[config.mk]
export PLATFORM = sky130hd
export DESIGN_NAME = axi_stream_reader_flat
export DESIGN_NICKNAME = d
export VERILOG_FILES = /design/src/rtl/axi_stream_reader_pkg.sv /design/src/rtl/axi_stream_reader_if.sv /design/src/rtl/axi_stream_reader_sync_fifo.sv /design/src/rtl/axi_stream_reader.sv /design/src/flat_wrapper.sv
export SDC_FILE = /design/constraint.sdc
export NUM_CORES = 1
export LEC_CHECK = 0
export BUFFER_PORTS_ARGS = -buffer_cell sky130_fd_sc_hd__buf_4
export CORE_UTILIZATION = 51
export DETAILED_ROUTE_END_ITERATION = 16
export GPL_ROUTABILITY_DRIVEN = 0
export GPL_TIMING_DRIVEN = 0
export PLACE_DENSITY = 0.71
export SLEW_MARGIN = 20
export SYNTH_ARGS = -nofsm -noshare
export SYNTH_HDL_FRONTEND = slang
export SYNTH_SLANG_ARGS = --single-unit
[constraint.sdc]
create_clock -name clk -period 4.2 [get_ports clk]
set_input_delay 0.42 -clock clk [delete_from_list [all_inputs] [get_ports clk]]
set_output_delay 0.42 -clock clk [all_outputs]
set_load 0.01 [all_outputs]
[src/rtl/axi_stream_reader_pkg.sv]
// Shared definitions for the AXI-Lite stream reader: controller state
// encoding and AXI response codes.
package axi_stream_reader_pkg;

  typedef enum logic [1:0] {
    ST_IDLE  = 2'd0,
    ST_ADDR  = 2'd1,
    ST_DRAIN = 2'd2,
    ST_DONE  = 2'd3
  } state_e;

  localparam logic [1:0] RESP_OKAY   = 2'b00;
  localparam logic [1:0] RESP_SLVERR = 2'b10;

endpackage

[src/rtl/axi_stream_reader_if.sv]
// Bundles the AXI-Lite read channels and the output stream of the reader.
// The master modport is the reader's view; slave is the memory/consumer side.
interface axi_stream_reader_if #(
  parameter int ADDR_W = 20,
  parameter int DATA_W = 16
);

  logic [ADDR_W-1:0] axi_araddr;
  logic              axi_arvalid;
  logic              axi_arready;
  logic [DATA_W-1:0] axi_rdata;
  logic [1:0]        axi_rresp;
  logic              axi_rvalid;
  logic              axi_rready;
  logic [DATA_W-1:0] out_data;
  logic              out_valid;
  logic              out_ready;

  modport master (
    output axi_araddr, axi_arvalid, axi_rready, out_data, out_valid,
    input  axi_arready, axi_rdata, axi_rresp, axi_rvalid, out_ready
  );

  modport slave (
    input  axi_araddr, axi_arvalid, axi_rready, out_data, out_valid,
    output axi_arready, axi_rdata, axi_rresp, axi_rvalid, out_ready
  );

endinterface

[src/rtl/axi_stream_reader_sync_fifo.sv]
// Small synchronous FIFO buffering returned read data for the output stream.
// The head word is presented combinationally; a push into a full FIFO is
// accepted only when a pop frees the head slot in the same cycle.
module sync_fifo #(
  parameter int DATA_WIDTH = 16,
  parameter int ADDR_SIZE  = 2
) (
  input  logic                  clk,
  input  logic                  reset,
  input  logic                  push_i,
  input  logic [DATA_WIDTH-1:0] data_i,
  input  logic                  pop_i,
  output logic [DATA_WIDTH-1:0] data_o,
  output logic                  empty_o,
  output logic [ADDR_SIZE:0]    count_o
);

  localparam int DEPTH = 1 << ADDR_SIZE;

  logic [DATA_WIDTH-1:0] mem_q [DEPTH];
  logic [ADDR_SIZE:0]    wptr_q;
  logic [ADDR_SIZE:0]    rptr_q;
  logic                  full;
  logic                  wrEn;
  logic                  rdEn;

  assign count_o = wptr_q - rptr_q;
  assign empty_o = (count_o == '0);
  assign full    = (count_o == (ADDR_SIZE + 1)'(DEPTH));
  assign rdEn    = pop_i & ~empty_o;
  assign wrEn    = push_i & (~full | rdEn);
  assign data_o  = mem_q[rptr_q[ADDR_SIZE-1:0]];

  // Storage array; contents are don't-care until written, so no reset.
  always_ff @(posedge clk) begin
    if (wrEn) begin
      mem_q[wptr_q[ADDR_SIZE-1:0]] <= data_i;
    end
  end

  // Read and write pointers carry one extra bit to tell full from empty.
  always_ff @(posedge clk) begin
    if (reset) begin
      wptr_q <= '0;
      rptr_q <= '0;
    end else begin
      if (wrEn) wptr_q <= wptr_q + 1'b1;
      if (rdEn) rptr_q <= rptr_q + 1'b1;
    end
  end

endmodule

[src/rtl/axi_stream_reader.sv]
// AXI-Lite burst reader: issues sequential word reads starting at a base
// address, never committing more reads than the output FIFO can absorb,
// and streams the returned words out in order.
module axi_stream_reader
  import axi_stream_reader_pkg::*;
#(
  parameter int AXI_ADDR_WIDTH = 20,
  parameter int AXI_DATA_WIDTH = 16,
  parameter int FIFO_DEPTH     = 4
) (
  input  logic                      clk,
  input  logic                      reset,
  input  logic                      start_i,
  input  logic [AXI_ADDR_WIDTH-1:0] base_addr_i,
  input  logic [AXI_ADDR_WIDTH:0]   len_i,
  output logic                      busy_o,
  output logic                      done_o,
  output logic                      err_o,
  axi_stream_reader_if.master       bus
);

  localparam int AS = $clog2(FIFO_DEPTH);
  localparam int CW = AS + 1;
  localparam logic [CW+1:0] DEPTH_LIMIT = (CW + 2)'(FIFO_DEPTH);

  state_e                    state_q,    state_d;
  logic [AXI_ADDR_WIDTH-1:0] addr_q,     addr_d;
  logic [AXI_ADDR_WIDTH:0]   len_q,      len_d;
  logic [AXI_ADDR_WIDTH:0]   issued_q,   issued_d;
  logic [AXI_ADDR_WIDTH:0]   received_q, received_d;
  logic [CW-1:0]             inflight_q, inflight_d;
  logic                      arvalid_q,  arvalid_d;
  logic                      rready_q,   rready_d;
  logic                      err_q,      err_d;
  logic                      done_q,     done_d;
  logic                      busy_q,     busy_d;

  logic                      arHs;
  logic                      rHs;
  logic                      fifoPop;
  logic                      fifoEmpty;
  logic [CW-1:0]             fifoCount;
  logic [AXI_DATA_WIDTH-1:0] fifoData;
  logic [CW:0]               occNext;
  logic [CW+1:0]             creditUsed;

  assign arHs    = arvalid_q & bus.axi_arready;
  assign rHs     = rready_q & bus.axi_rvalid;
  assign fifoPop = ~fifoEmpty & bus.out_ready;
  assign occNext = {1'b0, fifoCount} + {{CW{1'b0}}, rHs} - {{CW{1'b0}}, fifoPop};

  assign bus.axi_araddr  = addr_q;
  assign bus.axi_arvalid = arvalid_q;
  assign bus.axi_rready  = rready_q;
  assign bus.out_valid   = ~fifoEmpty;
  assign bus.out_data    = fifoData;
  assign busy_o          = busy_q;
  assign done_o          = done_q;
  assign err_o           = err_q;

  sync_fifo #(
    .DATA_WIDTH (AXI_DATA_WIDTH),
    .ADDR_SIZE  (AS)
  ) u_fifo (
    .clk     (clk),
    .reset   (reset),
    .push_i  (rHs),
    .data_i  (bus.axi_rdata),
    .pop_i   (fifoPop),
    .data_o  (fifoData),
    .empty_o (fifoEmpty),
    .count_o (fifoCount)
  );

  // Next-state logic: burst sequencing, counters, and the credit check that
  // decides whether another read address may be offered next cycle.
  always_comb begin
    state_d    = state_q;
    addr_d     = addr_q;
    len_d      = len_q;
    issued_d   = issued_q;
    received_d = received_q;
    err_d      = err_q;
    inflight_d = inflight_q + CW'(arHs) - CW'(rHs);

    if (rHs) begin
      received_d = received_q + 1'b1;
      if (bus.axi_rresp != RESP_OKAY) err_d = 1'b1;
    end

    case (state_q)
      ST_IDLE: begin
        if (start_i) begin
          addr_d     = base_addr_i;
          len_d      = len_i;
          issued_d   = '0;
          received_d = '0;
          err_d      = 1'b0;
          state_d    = (len_i != '0) ? ST_ADDR : ST_DONE;
        end
      end
      ST_ADDR: begin
        if (arHs) begin
          addr_d   = addr_q + 1'b1;
          issued_d = issued_q + 1'b1;
          if (issued_q + 1'b1 == len_q) state_d = ST_DRAIN;
        end
      end
      ST_DRAIN: begin
        if (rHs && (received_q + 1'b1 == len_q)) state_d = ST_DONE;
      end
      ST_DONE: begin
        state_d = ST_IDLE;
      end
      default: begin
        state_d = ST_IDLE;
      end
    endcase

    creditUsed = {1'b0, occNext} + {2'b00, inflight_d};
    if (arvalid_q && !bus.axi_arready) begin
      arvalid_d = 1'b1;
    end else begin
      arvalid_d = (state_d == ST_ADDR) && (issued_d < len_d) &&
                  (creditUsed < DEPTH_LIMIT);
    end

    rready_d = (state_d == ST_ADDR) || (state_d == ST_DRAIN);
    busy_d   = (state_d != ST_IDLE);
    done_d   = (state_d == ST_DONE);
  end

  // Controller registers; every externally visible control output is a flop.
  always_ff @(posedge clk) begin
    if (reset) begin
      state_q    <= ST_IDLE;
      addr_q     <= '0;
      len_q      <= '0;
      issued_q   <= '0;
      received_q <= '0;
      inflight_q <= '0;
      arvalid_q  <= 1'b0;
      rready_q   <= 1'b0;
      err_q      <= 1'b0;
      done_q     <= 1'b0;
      busy_q     <= 1'b0;
    end else begin
      state_q    <= state_d;
      addr_q     <= addr_d;
      len_q      <= len_d;
      issued_q   <= issued_d;
      received_q <= received_d;
      inflight_q <= inflight_d;
      arvalid_q  <= arvalid_d;
      rready_q   <= rready_d;
      err_q      <= err_d;
      done_q     <= done_d;
      busy_q     <= busy_d;
    end
  end

endmodule

[src/flat_wrapper.sv]
// flat-port wrapper written by rule: the top's interface ports become plain ports
module axi_stream_reader_flat import axi_stream_reader_pkg::*;
#(
  parameter int AXI_ADDR_WIDTH = 20,
  parameter int AXI_DATA_WIDTH = 16,
  parameter int FIFO_DEPTH     = 4
)
  (clk, reset, start_i, base_addr_i, len_i, busy_o, done_o, err_o, bus_axi_araddr, bus_axi_arvalid, bus_axi_rready, bus_out_data, bus_out_valid, bus_axi_arready, bus_axi_rdata, bus_axi_rresp, bus_axi_rvalid, bus_out_ready);
  axi_stream_reader_if #(.ADDR_W((20)), .DATA_W((16))) bus_i ();
  input  logic clk;
  input  logic reset;
  input  logic start_i;
  input  logic [AXI_ADDR_WIDTH-1:0] base_addr_i;
  input  logic [AXI_ADDR_WIDTH:0] len_i;
  output logic busy_o;
  output logic done_o;
  output logic err_o;
  output wire logic [$bits(bus_i.axi_araddr)-1:0] bus_axi_araddr;
  output wire logic [$bits(bus_i.axi_arvalid)-1:0] bus_axi_arvalid;
  output wire logic [$bits(bus_i.axi_rready)-1:0] bus_axi_rready;
  output wire logic [$bits(bus_i.out_data)-1:0] bus_out_data;
  output wire logic [$bits(bus_i.out_valid)-1:0] bus_out_valid;
  input wire logic [$bits(bus_i.axi_arready)-1:0] bus_axi_arready;
  input wire logic [$bits(bus_i.axi_rdata)-1:0] bus_axi_rdata;
  input wire logic [$bits(bus_i.axi_rresp)-1:0] bus_axi_rresp;
  input wire logic [$bits(bus_i.axi_rvalid)-1:0] bus_axi_rvalid;
  input wire logic [$bits(bus_i.out_ready)-1:0] bus_out_ready;
  assign bus_axi_araddr = bus_i.axi_araddr;
  assign bus_axi_arvalid = bus_i.axi_arvalid;
  assign bus_axi_rready = bus_i.axi_rready;
  assign bus_out_data = bus_i.out_data;
  assign bus_out_valid = bus_i.out_valid;
  assign bus_i.axi_arready = bus_axi_arready;
  assign bus_i.axi_rdata = bus_axi_rdata;
  assign bus_i.axi_rresp = bus_axi_rresp;
  assign bus_i.axi_rvalid = bus_axi_rvalid;
  assign bus_i.out_ready = bus_out_ready;
  axi_stream_reader #(.AXI_ADDR_WIDTH(AXI_ADDR_WIDTH), .AXI_DATA_WIDTH(AXI_DATA_WIDTH), .FIFO_DEPTH(FIFO_DEPTH)) u_core (.clk(clk), .reset(reset), .start_i(start_i), .base_addr_i(base_addr_i), .len_i(len_i), .busy_o(busy_o), .done_o(done_o), .err_o(err_o), .bus(bus_i));
endmodule
==> summary.md <==
| Metric | Value |
|---|---|
| Status | finished, final reports clean |
| Final core utilization | 0.6257 |
| Clock Pin Slew Worst Setup and Hold Paths | 0.08 ns |
| Hpwl dp | 17.45 mm |
| Max_cap viols | 0 |
| CTS tree | done |
| Diode count | 0 |
| Die Wd | 136.1 µm |
| 1st-iter DRT viols | 596 |
| Setup TNS | 0 ns |
| Hold Violations, Final | 0 |
| Number of global-route vias before repair | 7,383 |
| Final worst slack | 0.2251 ns |
| Rel. slew slack | 0.3998 |
| Final WL | 24.18 mm |
| Netlist cell types | 69 |
| Total GRT Usage | 0.2718 |
| Clock skew | 0.01056 ns |
| Clock tree buffer depth | 2 |
| Met2 Track Usage GR | 0.4354 |
| Most frequent cell after synthesis | nor2_1 |
| Hold Buf Count CTS | 0 |
| DRC viols | 0 |
| Most frequent cells after synthesis | 111 x nor2_1, 101 x dfxtp_1, 76 x nand2_1 |
| Clk_lat worst skew | 0.45 ns |
| Fmax | 251.6 MHz |
| Port Buffers | 105 |
| Grt total ovfl | 0 |
| Tot Pwr | 4.425 mW |
| Mean Syn Cell Area | 9.520 µm² |
| Synth async-reset ratio | 0 |
| Main synth FF type | dfxtp_1 |
| Required @ worst endpoint | 4.59 ns |
| Initial antenna violation count | 0 |
| Post-synthesis sequential area ratio | 0.4297 |
| Max Slew Vio Count | 0 |
| Yosys reg bits | 165 |
| Clock sink total | 165 |
| First-pass GRT wire length | 38.18 mm |
| Syn_nets | 1,072 |
| Filler Cells Inserted | 1,501 |
| Met1 usage | 0.3551 |
| Final Setup Violations | 0 |
| Layout cells sized above 1 | 0.1650 |
| Num rows | 48 |
| Critical path endpoint category | flop |
| Final worst-path cycle share | 0.9464 |
| H-Tree Depth | 4 |
| YS warnings | 0 |
| Ports | 107 |
| Grt peak-use layer | met2 |
| CP max stage delay | 0.50 ns |
| Critical Path AT | 4.37 ns |
| Remaining antenna violation count after routing | 0 |
| Reg-to-reg slack, setup | 0.23 ns |
| Critical Path Fanout Max | 10 |
| Drt wl/cell | 18.21 µm |
| Top cells by area, synth | dfxtp_1 22%, edfxtp_1 21%, ha_1 5.5% |
| Startpoint Class | flop |
| Initial core utilization | 0.5269 |
| Worst Hold Class | input port to flop |
| DR vias | 7,891 |
| Power density cells | 406.1 nW/µm² |
| Min Clock Period, post-route | 3.975 ns |
| Nets | 1,198 |
| Synth-to-layout area growth | 18.75% |
| Pin count of the biggest net entering global routing | 20 |
| Cell Area, Synth | 9178 µm² |
| Inserted Clock Buffers | 17 |
| Cell count after synthesis | 964 |
| Dpl ws | 0.02472 ns |
| Vias per cell | 5.942 |
| Worst Tran Pin Value | 0.9003 ns |
| Static leakage | 4.118 nW |
| Die span in y | 136.1 µm |
| TritonRoute pass-1 iters | 7 |
| Critical path class | flop to flop |
| CTS root buf | clkbuf_16 |
| Global Route met3 Usage | 0.05220 |
| Core region area | 17,420 µm² |
| Slowest CP cell | nand4b_1 |
| Die area | 18,540 µm² |
| Worst path most repeated cell | nand2_1 |
| Critical path, cell by cell | clkbuf_1 -> nand4b_1 -> nand2_1 -> clkbuf_1 -> o21ai_0 -> nand2_1 -> o31ai_1 -> ha_1 -> nand2_1 -> o211ai_1 -> a211oi_1 -> o21ai_0 -> a211o_1 -> nand2_1 -> a32o_1 |
| RSZ-0062 raised after global routing | no |
| Post-synth EDFFs | 64 |
| Worst vdd rail ir drop | 324.8 µV |
| Share of the synthesized area in the top cell type | 0.2203 |
| Top cell type by total area after synthesis | dfxtp_1 |
area by class of cell:
| class | count | area, µm² | share of cell area |
|---|---|---|---|
| multi-input combinational | 719 | 4935 | 0.4528 |
| sequential | 165 | 3945 | 0.3620 |
| timing repair buffer | 108 | 810.8 | 0.07440 |
| clock buffer | 17 | 425.4 | 0.03904 |
| tap | 225 | 281.5 | 0.02583 |
| buffer | 60 | 251.5 | 0.02308 |
| clock inverter | 15 | 177.7 | 0.01630 |
| inverter | 19 | 71.32 | 0.006544 |
power breakdown:
group / switching (mW) / internal (mW) / leakage (nW)
Sequential: 0.0631 / 1.73 / 1.40
Clock: 0.774 / 0.805 / 0.296
Combinational: 0.526 / 0.528 / 2.42
Total: 1.36 / 3.06 / 4.12
worst max-delay path, delay by kind of cell, from the launching register on:
family | cells | cell delay, ns
buf+inv | 2 | 0.81
compound gates | 7 | 1.21
fa+ha+maj | 1 | 0.34
flops | 1 | 0.31
simple gates | 5 | 1.25
per-layer routing:
layer  vias up  share of wire
met4         0          0.031
met2       299           0.46
li1       3769              -
met3        57          0.066
met5         -              0
met1      3766           0.44
worst paths after layout:
check                                        from                          to  cells past startpoint
worst min register to register       u_core.err_o                u_core.err_o                      2
worst max register to register  u_core.state_q[0]      u_core.bus.axi_arvalid                     15
worst max-delay path            u_core.state_q[0]      u_core.bus.axi_arvalid                     15
worst min-delay path            bus_axi_rdata[14]  u_core.u_fifo.mem_q[1][14]                      1
cells in the final DEF, fill, tap and decap left out, drive strengths merged, types with 5 or more instances in the layout:
cell	count
a211oi	6
edfxtp	64
o31ai	10
buf	119
and3	9
nor2b	28
mux4	16
clkbuf	65
xor2	26
ha	40
nand2	77
and2	13
nand2b	6
a21oi	51
a22oi	6
nor2	112
a22o	5
or3	5
nand4	20
dfxtp	101
o211ai	5
inv	27
o21ai	51
nor3b	5
nand3	30
nor4	21
o41ai	5
a31oi	9
xnor2	51
a21o	6
clkinv	7
mux2i	26
and4	8
nor3	21
repair_timing:
action / in CTS / in global routing
resized for setup: 1 / 7
pin swaps: 0 / 3
setup endpoints to repair: 1 / 1
setup buffers: 0 / 3
cells by family (layout without fill, tap and decap cells):
| family | after synthesis | in the layout | share of synthesized area |
|---|---|---|---|
| AOI/OAI and AO/OA | 185 | 185 | 0.1283 |
| xor gates and xnor gates | 77 | 77 | 0.07348 |
| adders and majority gates | 43 | 43 | 0.06108 |
| buffers and inverters | 80 | 219 | 0.03490 |
| DFF | 165 | 165 | 0.4297 |
| muxes | 43 | 43 | 0.06885 |
| and+or+nand+nor | 371 | 371 | 0.2037 |
sequential cells by signal, indices dropped and copies added, names as in the netlist, named ones only:
register,cells
u_core.u_fifo.wptr_q,3
u_core.busy_o,1
u_core.u_fifo.mem_q,64
u_core.inflight_q,3
u_core.bus.axi_rready,1
u_core.bus.axi_araddr,20
u_core.issued_q,21
u_core.u_fifo.rptr_q,3
u_core.done_o,1
u_core.len_q,21
u_core.received_q,21
u_core.bus.axi_arvalid,1
u_core.err_o,1
u_core.state_q,2
per-stage QoR:
| stage | hold WS, ns | cell area (µm²) | cells |
|---|---|---|---|
| global placement | 0.4357 | 10250 | 1294 |
| CTS | 0.1598 | 10860 | 1326 |
| finish | 0.1688 | 10900 | 1328 |
| detailed placement | 0.4578 | 10250 | 1294 |
| floorplan | 0.4620 | 9178 | 964 |
| global route | 0.1631 | 10900 | 1328 |
Note: power is estimated with default switching activity, not from simulation.
